--- src/rtl/run_limit_tx_if.sv ---
// Word-in / serial-out bundle for run_limit_tx: producer handshake plus line outputs.
interface run_limit_tx_if #(
  parameter int DATA_W = 8
);
  logic [DATA_W-1:0] data_in;
  logic              valid;
  logic              ready;
  logic              w;
  logic              frame;
  logic              stuff;

  modport master (output data_in, valid, input ready, w, frame, stuff);
  modport slave  (input data_in, valid, output ready, w, frame, stuff);
endinterface

--- src/rtl/run_limit_tx.sv ---
// Bit-stuffing serializer: LSB-first, complement bit after every run of two equal line bits.
// Define RUN_LIMIT_TX_PARITY_EN to append an even-parity bit (which may itself be stuffed).
module run_limit_tx #(
  parameter int DATA_W = 8
) (
  input  logic            clk,
  input  logic            reset,
  run_limit_tx_if.slave   bus
);

  localparam int                IDX_W = (DATA_W > 2) ? $clog2(DATA_W) : 1;
  localparam logic [IDX_W-1:0]  LAST  = IDX_W'(DATA_W - 1);

  typedef enum logic [1:0] {
    IDLE   = 2'd0,
    DATA   = 2'd1,
    STUFF  = 2'd2
`ifdef RUN_LIMIT_TX_PARITY_EN
    ,PARITY = 2'd3
`endif
  } state_e;

  state_e            state_q, state_d;
  logic [DATA_W-1:0] shreg_q, shreg_d;
  logic [IDX_W-1:0]  idx_q, idx_d;
  logic              run2_q, run2_d;   // bit currently on w completed a run of two
  logic              w_q, w_d;
  logic              frame_q, frame_d;
  logic              stuff_q, stuff_d;
  logic              ready_q, ready_d;
`ifdef RUN_LIMIT_TX_PARITY_EN
  logic              par_q, par_d;
  logic              par_sent_q, par_sent_d;
`endif

  // The registers describe the bit currently on w; w_q doubles as the tracker's "last" bit.
  always_comb begin
    // NOTE: every next-state signal gets a default first so no path infers a latch.
    state_d = state_q;
    shreg_d = shreg_q;
    idx_d   = idx_q;
    run2_d  = run2_q;
    w_d     = w_q;
    frame_d = frame_q;
    stuff_d = 1'b0;
    ready_d = ready_q;
`ifdef RUN_LIMIT_TX_PARITY_EN
    par_d      = par_q;
    par_sent_d = par_sent_q;
`endif

    if (state_q == IDLE) begin
      ready_d = 1'b1;
      frame_d = 1'b0;
      w_d     = 1'b0;
      if (bus.valid && ready_q) begin
        state_d = DATA;
        shreg_d = bus.data_in;
        idx_d   = '0;
        run2_d  = 1'b0;
        w_d     = bus.data_in[0];
        frame_d = 1'b1;
        ready_d = 1'b0;
`ifdef RUN_LIMIT_TX_PARITY_EN
        par_d      = ^bus.data_in;
        par_sent_d = 1'b0;
`endif
      end
    end else if (state_q != STUFF && run2_q) begin
      state_d = STUFF;
      w_d     = ~w_q;
      stuff_d = 1'b1;
      run2_d  = 1'b0;
    end else if (idx_q != LAST) begin
      state_d = DATA;
      shreg_d = shreg_q >> 1;
      idx_d   = idx_q + IDX_W'(1);
      w_d     = shreg_q[1];
      run2_d  = (shreg_q[1] == w_q);
`ifdef RUN_LIMIT_TX_PARITY_EN
    end else if (!par_sent_q) begin
      state_d    = PARITY;
      w_d        = par_q;
      run2_d     = (par_q == w_q);
      par_sent_d = 1'b1;
`endif
    end else begin
      state_d = IDLE;
      w_d     = 1'b0;
      frame_d = 1'b0;
      ready_d = 1'b1;
      run2_d  = 1'b0;
    end
  end

  // NOTE: all state, datapath included, is reset so an aborted frame leaves nothing behind.
  always_ff @(posedge clk or posedge reset) begin
    if (reset) begin
      state_q <= IDLE;
      shreg_q <= '0;
      idx_q   <= '0;
      run2_q  <= 1'b0;
      w_q     <= 1'b0;
      frame_q <= 1'b0;
      stuff_q <= 1'b0;
      ready_q <= 1'b0;
    end else begin
      // NOTE: non-blocking updates so every register samples the pre-edge values.
      state_q <= state_d;
      shreg_q <= shreg_d;
      idx_q   <= idx_d;
      run2_q  <= run2_d;
      w_q     <= w_d;
      frame_q <= frame_d;
      stuff_q <= stuff_d;
      ready_q <= ready_d;
    end
  end

`ifdef RUN_LIMIT_TX_PARITY_EN
  always_ff @(posedge clk or posedge reset) begin
    if (reset) begin
      par_q      <= 1'b0;
      par_sent_q <= 1'b0;
    end else begin
      par_q      <= par_d;
      par_sent_q <= par_sent_d;
    end
  end
`endif

  assign bus.w     = w_q;
  assign bus.frame = frame_q;
  assign bus.stuff = stuff_q;
  assign bus.ready = ready_q;

endmodule

--- src/flat_wrapper.sv ---
// flat-port wrapper written by rule: the top's interface ports become plain ports
module run_limit_tx_flat 
#(
  parameter int DATA_W = 8
)
  (clk, reset, bus_data_in, bus_valid, bus_ready, bus_w, bus_frame, bus_stuff);
  run_limit_tx_if #(.DATA_W(DATA_W)) bus_i ();
  input  logic clk;
  input  logic reset;
  input wire logic [$bits(bus_i.data_in)-1:0] bus_data_in;
  input wire logic [$bits(bus_i.valid)-1:0] bus_valid;
  output wire logic [$bits(bus_i.ready)-1:0] bus_ready;
  output wire logic [$bits(bus_i.w)-1:0] bus_w;
  output wire logic [$bits(bus_i.frame)-1:0] bus_frame;
  output wire logic [$bits(bus_i.stuff)-1:0] bus_stuff;
  assign bus_i.data_in = bus_data_in;
  assign bus_i.valid = bus_valid;
  assign bus_ready = bus_i.ready;
  assign bus_w = bus_i.w;
  assign bus_frame = bus_i.frame;
  assign bus_stuff = bus_i.stuff;
  run_limit_tx #(.DATA_W(DATA_W)) u_core (.clk(clk), .reset(reset), .bus(bus_i));
endmodule
--- config.mk ---
export PLATFORM = sky130hd
export DESIGN_NAME = run_limit_tx_flat
export DESIGN_NICKNAME = d
export VERILOG_FILES = /design/src/rtl/run_limit_tx_if.sv /design/src/rtl/run_limit_tx.sv /design/src/flat_wrapper.sv
export SDC_FILE = /design/constraint.sdc
export NUM_CORES = 1
export LEC_CHECK = 0
export CORE_ASPECT_RATIO = 0.8
export CORE_UTILIZATION = 25
export CTS_CLUSTER_SIZE = 8
export DETAILED_ROUTE_END_ITERATION = 10
export PLACE_DENSITY = 0.51
export SKIP_LAST_GASP = 1
export SYNTH_ARGS = -nofsm -noshare
export SYNTH_HDL_FRONTEND = slang
export SYNTH_SLANG_ARGS = --single-unit
--- constraint.sdc ---
create_clock -name clk -period 3.1 [get_ports clk]
set_input_delay 0.62 -clock clk [delete_from_list [all_inputs] [get_ports clk]]
set_output_delay 0.62 -clock clk [all_outputs]
set_load 0.1 [all_outputs]
== Word-level counts from Yosys, hierarchy flattened ==
Cells that the tools add are included.
Widths: inputs -> output; s select.

* Add/sub/neg operators: 1
* Equal/unequal tests: 6
* Multiplexer cells: 30
* Bitwise logic cells: 1
* Reduce and logical (&&, ||, !) cells: 6

{| class="wikitable"
|+ Operators with widths
! operator !! count
|-
| $mux 8 || 4
|-
| $mux 1 || 19
|-
| $mux 3 || 4
|-
| $mux 2 || 3
|-
| $ne 2x1->1 const B || 2
|-
| $ne 2x2->1 const B || 2
|-
| $add 3x1->3 const B || 1
|-
| $ne 3x3->1 const B || 1
|-
| $reduce_and 3->1 || 1
|-
| $logic_and 1x1->1 || 2
|-
| $logic_not 2->1 || 1
|-
| $reduce_and 2->1 || 1
|-
| $reduce_bool 2->1 || 1
|-
| $eq 1x1->1 || 1
|-
| $not 1->1 || 1
|}

* Register bits after elaboration: 18
* Bits of input ports: 11
* Output and inout port bits: 4

== Logic depth before layout (Yosys ltp) ==
* Depth in word-level cells: 4
* Depth in mapped cells: 6
* Mapped depth without buffers: 5

== Worst setup path after synthesis ==
No wires, ideal clock.

* Path kind: register to register
* From: reg u_core.ready_q, in the netlist u_core.bus.ready
* To: reg u_core.idx_q[1]
* Setup time: 0.125 ns
* Arrival: 1.926 ns
* Required time: 2.975 ns
* Setup slack: 1.048 ns
* Stages on the path, launching flop included: 5
* Path buffers: 1
* Clock period less this slack: 2.052 ns
* Cell sequence: dfrtp_1 nor4bb_1 or3_4 buf_6 mux2_4

* Word-level cells in the longest chain between the ends: 3

{| class="wikitable"
|+ Ends and longest elaborated chain
! element !! line !! RTL
|-
| from (decl) || run_limit_tx.sv:30 || <nowiki>logic ready_q, ready_d;</nowiki>
|-
| from (signal assigned) || run_limit_tx.sv:116 || <nowiki>ready_q <= ready_d;</nowiki>
|-
| $logic_and 1x1->1 || run_limit_tx.sv:56 || <nowiki>if (bus.valid && ready_q) begin</nowiki>
|-
| $ne 2x2->1 (no line) || - ||
|-
| $reduce_and 3->1 (no line) || - ||
|-
| to (signal assigned) || run_limit_tx.sv:111 || <nowiki>idx_q <= idx_d;</nowiki>
|-
| to (decl) || run_limit_tx.sv:25 || <nowiki>logic [IDX_W-1:0] idx_q, idx_d;</nowiki>
|}

No other way between the ends.
A chain may end at the register's enable or synchronous reset.

== Worst setup path in the final report ==
* From: reg u_core.idx_q[0]
* To: reg u_core.idx_q[2]

* Word-level cells in the longest chain between the ends: 4
* Elaborated cells between the ends (all ways): 7

{| class="wikitable"
|+ Ends and longest elaborated chain
! element !! line !! RTL
|-
| $add 3x1->3 || run_limit_tx.sv:77 || <nowiki>idx_d = idx_q + IDX_W'(1);</nowiki>
|-
| $mux 3 || run_limit_tx.sv:74 || <nowiki>end else if (idx_q != LAST) begin</nowiki>
|-
| $mux 3 || run_limit_tx.sv:69 || <nowiki>end else if (state_q != STUFF && run2_q) begin</nowiki>
|-
| $mux 3 || run_limit_tx.sv:52 || <nowiki>if (state_q == IDLE) begin</nowiki>
|}

Parallel ways exist; a longest one is shown, timed or not. The select of a mux whose other input is x is not followed.

==> summary.md <==
| Metric | Value |
|---|---|
| Later-pin clock latency in the skew report | `0.25 ns` |
| Register area share after synthesis | `50.7%` |
| Final Hold Viols | `0` |
| Warnings from Yosys | `0` |
| Slew HR | `36.6%` |
| Status | `completed` |
| Worst vdd ir | `0.000600 V` |
| Syn nets | `between 80 and 90` |
| Count of different cell masters after synthesis | `27` |
| Postcts setup bufs | `0` |
| Hold slack final | `0.497 ns` |
| Type of origin of the critical path | `flop` |
| Area delta synth->final | `25.3%` |
| Root Driver | `clkbuf_8` |
| Vias in the first global route | `approximately 610` |
| Nets | `104` |
| WL/cell | `about 13 µm` |
| Synthesized instance count | `between 70 and 80` |
| Gr usage total | `11.2%` |
| Total CTS buffers | `3` |
| Setup TNS | `0 ns` |
| Max Slew Vio Count | `0` |
| HP Class | `reg2reg` |
| Clk sinks | `17` |
| CP startpoint | `u_core.idx_q[0]` |
| Leakage | `approximately 0.00047 µW` |
| Fin crit share | `67.2%` |
| Max_cap viols | `0` |
| Die X | `66.8 µm` |
| Post-route ant nets | `0` |
| Clock tree from TritonCTS | `yes` |
| Min-delay src | `u_core.bus.frame` |
| H-tree depth | `1` |
| Final setup viols | `0` |
| DRT Pass-1 Iters | `4` |
| Post-CTS sizing | `0` |
| Hold buffers post-CTS | `0` |
| Slew @ Worst Pin | `0.947 ns` |
| Initial DRC Count | `8` |
| Initial core utilization | `26.6%` |
| Crit path max fanout | `11` |
| Initial antenna violation count | `0` |
| First-pass GRT wire length | `2930 µm` |
| Via density | `4.61` |
| DRC errors left | `0` |
| Number of synthesized flops with an enable pin | `0` |
| Crit. End Element | `flop` |
| Crit Path Class | `reg2reg` |
| Final Non-Filler Cells | `129` |
| RSZ-0062 raised after global routing | `false` |
| Row Count | `18` |
| Final Util | `33.4%` |
| CTS Buffer Depth | `2` |
| Core ar. | `approximately 3200 µm²` |
| Worst-path clk slew | `0.07 ns` |
| Arr. time, crit path | `between 2 and 2.5 ns` |
| Async SR Flop Fraction | `100%` |
| Tot Pwr | `1230 µW` |
| PortBufs | `14` |
| Worst r2r src | `u_core.idx_q[0]` |
| Syn Std Cell Area | `around 840 µm²` |
| Fmax achieved | `480 MHz` |
| # fillers | `314` |
| Ports | `15` |
| Placed Cells | `125` |
| Pwr dens | `about 1200 nW/µm²` |
| Final min period | `~2.1 ns` |
| Share of cells above drive strength 1 | `16.9%` |
| Post-Syn Area per Cell | `11.5 µm²` |
| Global route overflow | `0` |
| Setup Skew | `0.00319 ns` |
| Synthesized flop and latch total | `17` |
| GPL Wtd Cong | `0.776` |
| Post-Route WL | `1650 µm` |
| Largest net degree at the start of global routing | `18` |
| Die Height | `~54 µm` |
| Ys flop type | `dfrtp_1` |
| Diode count | `0` |
| Die ar. | `approximately 3600 µm²` |
| Vias | `595` |
| Post-DP HPWL | `1140 µm` |
| Critical Path RT | `3.24 ns` |
[registers in the layout, summed over array words and instances, names as in the netlist]
signal,cells
u_core.bus.frame,1
u_core.shreg_q,7
u_core.idx_q,3
u_core.state_q,2
u_core.bus.w,1
u_core.bus.ready,1
u_core.bus.stuff,1
u_core.run2_q,1
[per-stage QoR]
step	instance area (µm²)	setup WS, ns
floorplan	840	1.05
global placement	1010	0.913
detailed placement	1010	0.864
CTS	1050	1.03
global route	1050	0.918
finish	1050	1.02
[metal layers]
layer  share of wire, %  track usage (%)
met5                  0                0
met4                  0             2.13
met3                4.9             4.66
met2                 46             19.0
met1                 49             13.5
[kinds of logic (layout without fill, tap and decap cells)]
family | after synthesis | count (layout) | share of synthesized area, %
simple gates | 22 | 22 | 19.4
flops | 17 | 17 | 50.7
compound gates | 15 | 15 | 9.99
mux | 8 | 8 | 10.3
buf+inv | 7 | 23 | 4.17
fa+ha+maj | 3 | 3 | 4.47
xor+xnor | 1 | 1 | 1.04
[Yosys cell counts (2+ instances only)]
| library cell | n | area, µm² |
|---|---|---|
| nand2_1 | 3 | 11.3 |
| o21ai_0 | 3 | 15.0 |
| and2_1 | 2 | 12.5 |
| inv_1 | 4 | 15.0 |
| dfrtp_1 | 17 | 425 |
| ha_1 | 3 | 37.5 |
| nor4_1 | 7 | 43.8 |
| mux2i_1 | 6 | 60.1 |
| nor2b_1 | 3 | 18.8 |
| a21oi_1 | 8 | 40.0 |
[layout by cell type (no fill, tap or decap), drive strengths merged]
master / instances
nor3b: 3
buf: 5
a21o: 1
o21bai: 1
o21ai: 4
and4bb: 1
nor2: 1
nand2: 3
mux2: 2
nor2b: 3
or3: 1
a21oi: 8
and2: 2
nor4: 7
inv: 4
xor2: 1
ha: 3
clkdlybuf4s50: 10
mux2i: 6
clkbuf: 4
dfrtp: 17
a31o: 1
nor4bb: 1
[final timing paths]
| check | to | cells past startpoint | slack, ns |
|---|---|---|---|
| max | u_core.idx_q[2] | 5 | 1.02 |
| min | u_core.bus.frame | 1 | 0.50 |
| max reg2reg | u_core.idx_q[2] | 5 | 1.02 |
| min reg2reg | u_core.bus.frame | 1 | 0.50 |
| max in group asynchronous | u_core.shreg_q[3] | 2 | 1.90 |
| min in group asynchronous | u_core.bus.frame | 2 | 0.77 |
[layout make-up]
| type | instances | area, µm² | share of cell area (%) |
|---|---|---|---|
| Tap cell | 40 | 50.0 | 4.76 |
| Multi-Input combinational cell | 49 | 379 | 36.0 |
| Inverter | 4 | 15.0 | 1.43 |
| Sequential cell | 17 | 425 | 40.4 |
| Clock buffer | 4 | 45.0 | 4.28 |
| Timing Repair Buffer | 15 | 138 | 13.1 |
[power breakdown]
part	switching [µW]	total (µW)	leakage [µW]	internal (µW)
clock	74.5	166	0.0000228	91.2
sequential	80.7	411	0.000205	330
combinational	400	656	0.000246	256
[worst max-delay path: stages, from the launching register on]
cell	delay, ns
dfrtp_1	0.38
ha_1	0.22
ha_1	0.24
nor3b_2	0.47
or3_4	0.32
mux2_2	0.34
Note: power is estimated with default switching activity, not from simulation.
